<file path="src/rtl/fullsub_pipe.sv">
// rtl/fullsub_pipe.sv - pipelined chunked subtractor with valid/ready, saturate mode and overflow flag
module fullsub_pipe #(
    parameter int WIDTH  = 8,
    parameter int STAGES = 2
) (
    input  logic             clk,
    input  logic             rst_n,
    input  logic             in_valid,
    output logic             in_ready,
    input  logic [WIDTH-1:0] sub1,
    input  logic [WIDTH-1:0] sub2,
    input  logic             mode,
    output logic             out_valid,
    input  logic             out_ready,
    output logic [WIDTH-1:0] sub,
    output logic             cout_sub,
    output logic             ovf
);

    localparam int CW = WIDTH / STAGES;

    // Stage-input chain: element k is what stage k computes from on this cycle.
    // The minuend vector is rotated right one chunk per stage with the result
    // chunk inserted at the top, so after the last stage the whole result is
    // back in place. The subtrahend is shifted right one chunk per stage.
    // Each stage therefore always works on bits [CW-1:0], and at the last stage
    // those bits still hold the operand top chunks (and thus both MSBs).
    logic             v_c   [STAGES];
    logic             bor_c [STAGES];
    logic             m_c   [STAGES];
    logic [WIDTH-1:0] a_c   [STAGES];
    logic [WIDTH-1:0] b_c   [STAGES];

    logic advance;

    assign advance  = !out_valid || out_ready;
    assign in_ready = advance;

    assign v_c[0]   = in_valid;
    assign bor_c[0] = 1'b0;
    assign m_c[0]   = mode;
    assign a_c[0]   = sub1;
    assign b_c[0]   = sub2;

    for (genvar k = 0; k < STAGES; k++) begin : g_stage
        logic [CW:0]          diff;
        logic [WIDTH+CW-1:0]  a_cat;
        logic [WIDTH-1:0]     a_next;

        assign diff   = {1'b0, a_c[k][CW-1:0]} - {1'b0, b_c[k][CW-1:0]} - {{CW{1'b0}}, bor_c[k]};
        assign a_cat  = {diff[CW-1:0], a_c[k]};
        assign a_next = a_cat[WIDTH+CW-1:CW];

        if (k < STAGES - 1) begin : g_mid
            logic [WIDTH+CW-1:0] b_cat;
            logic [WIDTH-1:0]    b_next;
            logic                v_q;
            logic                bor_q;
            logic                m_q;
            logic [WIDTH-1:0]    a_q;
            logic [WIDTH-1:0]    b_q;

            assign b_cat  = {{CW{1'b0}}, b_c[k]};
            assign b_next = b_cat[WIDTH+CW-1:CW];

            // Intermediate stage register: loads from the previous stage on advance, holds otherwise.
            always_ff @(posedge clk or negedge rst_n) begin
                if (!rst_n) begin
                    v_q   <= 1'b0;
                    bor_q <= 1'b0;
                    m_q   <= 1'b0;
                    a_q   <= '0;
                    b_q   <= '0;
                end else if (advance) begin
                    v_q   <= v_c[k];
                    bor_q <= diff[CW];
                    m_q   <= m_c[k];
                    a_q   <= a_next;
                    b_q   <= b_next;
                end
            end

            assign v_c[k+1]   = v_q;
            assign bor_c[k+1] = bor_q;
            assign m_c[k+1]   = m_q;
            assign a_c[k+1]   = a_q;
            assign b_c[k+1]   = b_q;
        end else begin : g_last
            logic sat;
            logic ovf_next;

            // Operand MSBs are bit CW-1 of the incoming chunk; result MSB is the top bit of this chunk's difference.
            assign sat      = m_c[k] && diff[CW];
            assign ovf_next = (a_c[k][CW-1] != b_c[k][CW-1]) && (diff[CW-1] != a_c[k][CW-1]);

            // Output register: final borrow, optional clamp to zero, and signed overflow from the raw result.
            always_ff @(posedge clk or negedge rst_n) begin
                if (!rst_n) begin
                    out_valid <= 1'b0;
                    sub       <= '0;
                    cout_sub  <= 1'b0;
                    ovf       <= 1'b0;
                end else if (advance) begin
                    out_valid <= v_c[k];
                    sub       <= sat ? '0 : a_next;
                    cout_sub  <= diff[CW];
                    ovf       <= ovf_next;
                end
            end
        end
    end

endmodule
</file>
<file path="config.mk">
export PLATFORM = sky130hd
export DESIGN_NAME = fullsub_pipe
export DESIGN_NICKNAME = d
export VERILOG_FILES = /design/src/rtl/fullsub_pipe.sv
export SDC_FILE = /design/constraint.sdc
export NUM_CORES = 1
export LEC_CHECK = 0
export ABC_CLOCK_PERIOD_IN_PS = 2100
export CAP_MARGIN = 20
export CORE_ASPECT_RATIO = 1.75
export CORE_MARGIN = 1
export CORE_UTILIZATION = 45
export CTS_CLUSTER_SIZE = 12
export DETAILED_ROUTE_END_ITERATION = 10
export PLACE_DENSITY = 0.73
export SYNTH_ARGS = -nofsm -noshare
export SYNTH_HDL_FRONTEND = slang
export SYNTH_SLANG_ARGS = --single-unit
</file>
<file path="constraint.sdc">
create_clock -name clk -period 2.1 [get_ports clk]
set_input_delay 0.21 -clock clk [delete_from_list [all_inputs] [get_ports clk]]
set_output_delay 0.21 -clock clk [all_outputs]
set_load 0.01 [all_outputs]
</file>
* Yosys cells after proc, flatten, opt, wreduce, memory -nomap -nowiden *
Index checks and enable logic that the tools add are counted.

word-level totals
  flip-flop bits (word level) = 26
  bits in latches = 0
  memory bits (writable) = 0
  ROM bits = 0
  input bits = 21
  output and inout bits = 12
  memories = 0

cells by class
  add/subtract/negate cells = 3
  multipliers = 0
  div/mod/pow operators = 0
  $lt $le $gt $ge = 0
  equality and inequality tests = 2
  shift-type cells = 0
  multiplexer cells = 1
  bitwise gates (word level) = 0
  reductions and logical operators = 4

operators by type and width
  operator             number
  $sub A4 B4 Y5        2
  $mux W8              1
  $sub A5 B1 Y5        1
  $logic_and A1 B1 Y1  2
  $ne A1 B1 Y1         2
  $logic_not A1 Y1     1
  $logic_or A1 B1 Y1   1

* Logic depth before layout (Yosys ltp) *
Gate-level depths: netlist of the first run.

  word-level depth = 4
  mapped depth = 9
  depth with buffers taken out = 8

* Worst setup path after synthesis of the first run *
No wires, ideal clock.

  kind = reg2reg
  from = reg g_stage[0].g_mid.bor_q
  to = reg sub[4]
  library setup time = 0.127 ns
  data arrival time = 1.749 ns
  required time = 1.973 ns
  slack = 0.224 ns
  cell stages (with the launch flop) = 10
  path buffers = 1
  cell sequence = dfrtp_1 > inv_1 > fa_1 > inv_1 > fa_1 > and3b_1 > o22ai_1 > and2_1 > buf_6 > o31ai_2

on the way
  longest elaborated chain between the ends = 3

RTL lines
  element                   line  RTL
  start: declaration        58    logic bor_q;
  start signal: assignment  76    bor_q <= diff[CW];
  $sub A5 B1 Y5 (*)         50    assign diff = {1'b0, a_c[k][CW-1:0]} - {1'b0, b_c[k][CW-1:0]} - {{CW{1'b0}}, bor_c[k]};
  $logic_and A1 B1 Y1       93    assign sat = m_c[k] && diff[CW];
  $mux W8 (*)               105   sub <= sat ? '0 : a_next;
  end signal: assignment    105
  end: declaration          15    output logic [WIDTH-1:0] sub,

Every way passes the cells marked *; elsewhere a longest branch is shown, timed or not.
A chain may end at the register's enable or synchronous reset.

* Final worst setup path of the first run *
  from = reg g_stage[0].g_mid.a_q[3]
  to = reg sub[7]

on the way
  longest elaborated chain between the ends = 4

RTL lines
  element                   line  RTL
  start: declaration        60    logic [WIDTH-1:0] a_q;
  start signal: assignment  78    a_q <= a_next;
  $sub A4 B4 Y5 (*)         50
  $sub A5 B1 Y5 (*)         50
  $logic_and A1 B1 Y1       93
  $mux W8 (*)               105

Marked as above.

==> results of run 1 <==
==> flip-flops by register name, indices dropped and copies added, names as in the netlist <==
| register | flops |
|---|---|
| cout_sub | 1 |
| g_stage.g_mid.a_q | 8 |
| g_stage.g_mid.b_q | 4 |
| g_stage.g_mid.bor_q | 1 |
| g_stage.g_mid.m_q | 1 |
| g_stage.g_mid.v_q | 1 |
| out_valid | 1 |
| ovf | 1 |
| sub | 8 |
==> synth_stat cells, drive strengths merged <==
cell    count  area share
nand2b      1      0.0045
nor4b       1      0.0063
a21boi      1      0.0054
nor3        1      0.0036
xnor2       2       0.013
nor2        9       0.024
nor2b       3       0.014
o22ai       1      0.0045
or2         1      0.0045
nand2      34       0.092
and3b       1      0.0063
inv        17       0.046
ha         10       0.091
xor2        2       0.013
o31ai       4       0.036
buf         2       0.012
dfrtp      26        0.47
a22o        1      0.0063
xnor3       1       0.016
nand3b      1      0.0054
and2        1      0.0045
a21oi       4       0.015
fa          3       0.044
o21ai      14       0.051
clkbuf      4       0.011
==> cells in the final DEF, fill, tap and decap left out <==
master / n
clkbuf_8: 3
a22o_1: 1
o22ai_2: 1
nor2b_2: 1
nand2b_1: 1
or2_1: 1
xor2_1: 2
nand3b_1: 1
o21ai_1: 12
o21ai_0: 2
ha_1: 10
o31ai_2: 4
clkdlybuf4s50_1: 32
xnor3_1: 1
nor4b_1: 1
dfrtp_1: 26
and3b_1: 1
xnor2_1: 2
a21boi_1: 1
nor2b_1: 2
buf_4: 3
a21oi_1: 4
and2_4: 1
fa_1: 3
nand2_1: 34
inv_2: 1
nor2_1: 9
inv_1: 16
nor3_1: 1
==> stage by stage <==
stage	hold WS [ps]	instance area, µm²	worst slack (ps)	setup TNS, ps	power, µW
global placement	443	1730	33.2	0	1370
global route	334	1780	4.68	0	1790
floorplan	-85.6	1380	224	0	1110
CTS	317	1770	49.1	0	1680
finish	308	1780	88.9	0	1670
detailed placement	460	1730	-57.0	-312	1400
==> report_power, final <==
part	leakage, µW	internal (µW)	total, µW	switching [µW]
combinational	0.000533	385	706	321
clock	0.0000216	128	267	139
sequential	0.000310	626	694	68.0
total	0.000865	1140	1670	528
==> cell type report <==
class | instances | area [µm²] | area share
clock buffer | 3 | 41.3 | 0.0232
timing repair buffer | 35 | 343 | 0.193
tap | 28 | 35.0 | 0.0197
multi-input combinational | 96 | 646 | 0.363
sequential | 26 | 651 | 0.366
inverter | 17 | 63.8 | 0.0359
==> logic make-up (layout without fill, tap and decap cells) <==
logic type	Yosys count	after routing	synth area share
fa+ha+maj	13	13	0.134
compound gates	25	25	0.118
xor+xnor	5	5	0.0417
simple gates	53	53	0.166
buf+inv	23	55	0.0689
flops	26	26	0.471
==> final timing paths <==
path / endpoint / slack [ps]
min in group clk: g_stage[0].g_mid.v_q / 480
worst max-delay path: sub[7] / 90
max in group asynchronous: sub[0] / 1540
worst max register to register: sub[7] / 90
worst min-delay path: sub[1] / 310
worst min register to register: g_stage[0].g_mid.v_q / 480
==> routing by layer <==
metal / track usage / up-vias / part of all wire
met2: 0.310 / 27 / 0.55
met1: 0.189 / 491 / 0.39
li1: - / 529 / -
met4: 0.0976 / 0 / 0.027
met3: 0.0264 / 7 / 0.030
met5: 0 / - / 0
==> worst max-delay path: stages (launching register included) <==
cell,delay [ps]
dfrtp_1,330
inv_1,70
ha_1,290
inv_1,40
ha_1,340
o21ai_0,260
o22ai_2,120
and2_4,190
o31ai_2,260
==> what timing repair did <==
action / 4_1_cts / 5_1_grt
resized for setup: 1 / 2
hold buffers: 0 / 0
pin swaps: 0 / 1
endpoints found under the setup margin: 8 / 8
endpoints found under the hold margin: 0 / 0
==> flow_summary.yaml, run 1 <==
cells_and_area:
  antennaDiodeCount: 0
  utilization: 0.608
  fin_nets: 213
  fin_cells: 205
  drive_above_1_share: 0.0791
  area_delta_synth_final_pct: 28.9
  nFillCells: 254
floorplan:
  fp.dieH_um: 75.3
  core_um2: 2930
  ios: 33
  rows: 26
  fp.dieW_um: 43.9
  start_util: 0.471
  dieArea_um2: 3300
sta:
  grt_setup_unrepaired: "false"
  max_freq_mhz: 497
  finalCritPeriodShare: 0.958
  fin_skew_ps: 2.15
  setup_viol: 0
  worstMarginPinSlew_ps: 327
  slew_viol_final: 0
  min_period_ps: 2010
  hold_viol_final: 0
  slew_headroom: 0.782
route:
  wl_per_cell_um: 12.1
  dr.pass1.iters: 5
  drcViolationCount: 0
  drtIter0Drc: 23
  wl_mm: 2.47
  avgViaCountPerCell: 5.14
  antenna_left: 0
  vias: 1054
worst_setup_path:
  crit_path_end_kind: "flop"
  required_ps: 2260
  critPathLaunch: "g_stage[0].g_mid.a_q[3]"
  critPathArrivalTime_ps: 2180
  reg2regPathDepth: 8
  path_max_fanout: 8
  rr_startpoint: "g_stage[0].g_mid.a_q[3]"
  critPathLaunchType: "flop"
  path_class: "reg -> reg"
synthesis:
  postSynthAreaPerCell_um2: 9.52
  synth_area_um2: 1380
  yosysSeqAreaShare: 0.471
  yosys_register_bits: 26
  syn_inst: 145
  synth_fp_nets: 179
  ys_warn_count: 0
  yosysUniqueCellTypes: 28
clock_tree:
  cts-root-buf: "clkbuf_8"
  post_cts_buffers: 0
  clk_path_buf_depth: 2
  cts_sinks: 26
  clock_latency_ps: 260
  cts_tree: "done"
  cts-buffers-inserted: 3
  htree_levels: 1
  clkTransAtPathRegs_ps: 80
global_route:
  grt_pass1_wl_mm: 4.26
  grt-ovfl-total: 0
  antenna_found_initial: 0
  grt_max_degree: 31
  grt_usage: 0.173
  grt_pass1_vias: 1061
placement:
  gp_congestion: 0.743
  placed_cells: 202
  dp_hpwl_mm: 1.93
  io_buffers: 32
run_status:
  status: "finished clean"
worst_hold_path:
  min-delay-path-class: "in -> async"
job:
  cap_violations: 0
power:
  ir_drop_mv: 0.681
  p_leak_uw: 0.000865
  power.density_nw_per_um2: 937
Note: power is estimated with default switching activity, not from simulation.
==> run 2: changes to the inputs <==
- ABC_CLOCK_PERIOD_IN_PS: 2100 -> 1900
- TNS_END_PERCENT: unset -> 5
- clock period: 2.1 -> 1.9 ns (I/O delays scaled with it)
==> run 2 against run 1 <==
The flow now finishes with violations (setup timing). Via count rose by 4.2%. Critical path depth did not move. Cell count rose by 5.4%. Combinational power rose by 35%. Sequential share of layout area fell by 3.1 points. Fmax rose by 4.4%. Sequential power rose by 11%. Non-clock buffer count rose by 10. Clock-buffer cell count did not move. Setup slack got worse by 120 ps. Wire length rose by 7.7%. Clock power rose by 70%. Largest power group unchanged.
==> flow_summary.yaml, run 2 (synthesis gave the netlist of run 1 again) <==
worst_setup_path:
  critPathLaunchType: "flop"
  critPathArrivalTime_ps: 2080
  cp_slowest_stage_delay_ps: 380
  required_ps: 2060
  path_max_fanout: 8
  path_class: "reg -> reg"
  slowest_stage: "dfrtp_1"
  worstPathCellList: "inv_2 > fa_2 > inv_2 > fa_2 > and3b_1 > o22ai_2 > and2_4 > o31ai_4"
  crit_path_end_kind: "flop"
job:
  cap_violations: 0
placement:
  io_buffers: 32
  dp_hpwl_mm: 1.93
  placed_cells: 211
  gp_congestion: 0.754
  post_dp_cell_area_um2: 1810
  detailedPlace.worstSlack_ps: -142
cells_and_area:
  antennaDiodeCount: 0
  fin_area_um2: 1940
  final_cell_mix: "nand2_1, clkdlybuf4s50_1, dfrtp_1"
  drive_above_1_share: 0.207
  area_delta_synth_final_pct: 40.9
  nFillCells: 239
  mostFrequentLayoutCell: "nand2_1"
  fin_cells: 216
  reg_top3: "g_stage.g_mid.a_q: 8 flops, sub: 8 flops, g_stage.g_mid.b_q: 4 flops"
  fin_nets: 223
global_route:
  grt_pass1_wl_mm: 4.49
  grt-ovfl-total: 0
  grt_max_degree: 31
  grt_pass1_vias: 1088
  grt_usage: 0.183
  antenna_found_initial: 0
route:
  avgViaCountPerCell: 5.08
  wl_mm: 2.67
  drtIter0Drc: 30
  antenna_left: 0
  drcViolationCount: 0
  wl_per_cell_um: 12.3
  dr.pass1.iters: 8
  vias: 1098
floorplan:
  dieArea_um2: 3300
  ios: 33
  fp.dieH_um: 75.3
  core_um2: 2930
  start_util: 0.471
  rows: 26
  fp.dieW_um: 43.9
sta:
  layout_setup_ws_ps: -26.2
  finalCritPeriodShare: 1.01
  fin_setup_tns_ps: -69.8
  hold_viol_final: 0
  grt_setup_unrepaired: "true"
  whs_ps: 278
  setup_viol: 5
  min_period_ps: 1930
  slew_headroom: 0.790
  slew_viol_final: 0
  max_freq_mhz: 519
  fin_skew_ps: 4.95
  worstMarginPinSlew_ps: 313
clock_tree:
  cts-root-buf: "clkbuf_8"
  cts-buffers-inserted: 3
  htree_levels: 1
  clkTransAtPathRegs_ps: 90
  cts_tree: "done"
  clk_path_buf_depth: 2
  cts_sinks: 26
  clock_latency_ps: 270
power:
  ir_drop_mv: 0.831
  switching_share: 0.308
  p_leak_uw: 0.000931
  comb_power_share: 0.438
  p_switching_uw: 670
  p_int_uw: 1510
  power.density_nw_per_um2: 1120
  clkPwrFrac: 0.209
  seq_power_share: 0.353
worst_hold_path:
  min-delay-path-class: "in -> async"
run_status:
  violations: "setup timing"
  status: "finished with violations"
-- run 2: cell types whose count changed in the layout (fill, tap and decap cells not counted), moves of 2 or more --
cell and change:
fa_1 -2, o21ai_1 -5, buf_4 +10, o31ai_2 -3
o31ai_4 +3, inv_1 -4, o21ai_2 +6, fa_2 +2
inv_2 +4
-- run 2: power by group through the flow --
stage	combinational [µW]	clock [µW]	sequential (µW)
after floorplan	417	0	810
after global placement	826	0	770
after detailed placement	848	0	777
after CTS	884	465	769
after global routing	1050	492	783
final	955	455	768
-- run 2: worst paths after layout --
path | from | end | slack, ps | cells past startpoint
setup / recovery | g_stage[0].g_mid.bor_q | sub[4] | -30 | 8
hold / removal | rst_n | g_stage[0].g_mid.b_q[0] | 280 | 2
max in group asynchronous | rst_n | g_stage[0].g_mid.m_q | 1380 | 2
setup reg to reg | g_stage[0].g_mid.bor_q | sub[4] | -30 | 8
hold reg to reg | g_stage[0].g_mid.v_q | g_stage[0].g_mid.v_q | 470 | 2
min in group clk | sub2[6] | g_stage[0].g_mid.b_q[2] | 440 | 3
-- run 2: final cells by class --
class,instances,area [µm²],area share
Multi-Input combinational cell,96,706,0.363
Inverter,17,63.8,0.0328
Clock buffer,3,41.3,0.0212
Clock inverter,1,30.0,0.0154
Sequential cell,26,651,0.335
Timing Repair Buffer,45,418,0.215
Tap cell,28,35.0,0.0180
-- run 2: metrics by stage --
stage | total power, µW | utilization
finish | 2180 | 0.664
global route | 2330 | 0.664
CTS | 2120 | 0.649
detailed placement | 1620 | 0.618
global placement | 1600 | 0.618
floorplan | 1230 | -
-- run 2: critical path: cells and delay by family, from the launching register on --
kind,cells,cell delay [ps]
AO/OA/AOI/OAI,2,270
adder cells (fa/ha/maj),2,570
buffers and inverters,2,110
flip-flops,1,380
AND/OR/NAND/NOR,2,470
-- run 2: what timing repair did --
action / in CTS / in global routing
hold endpoints to repair: 0 / 0
gates resized for setup: 11 / 9
hold buffers: 0 / 0
setup buffers: 0 / 2
setup endpoints to repair: 9 / 9
pin swaps: 7 / 10
-- run 2: layer usage --
metal,GRT usage,wire length (µm)
met4,0.0741,44
met2,0.328,1450
met1,0.213,1090
met3,0.0288,81
met5,0,0
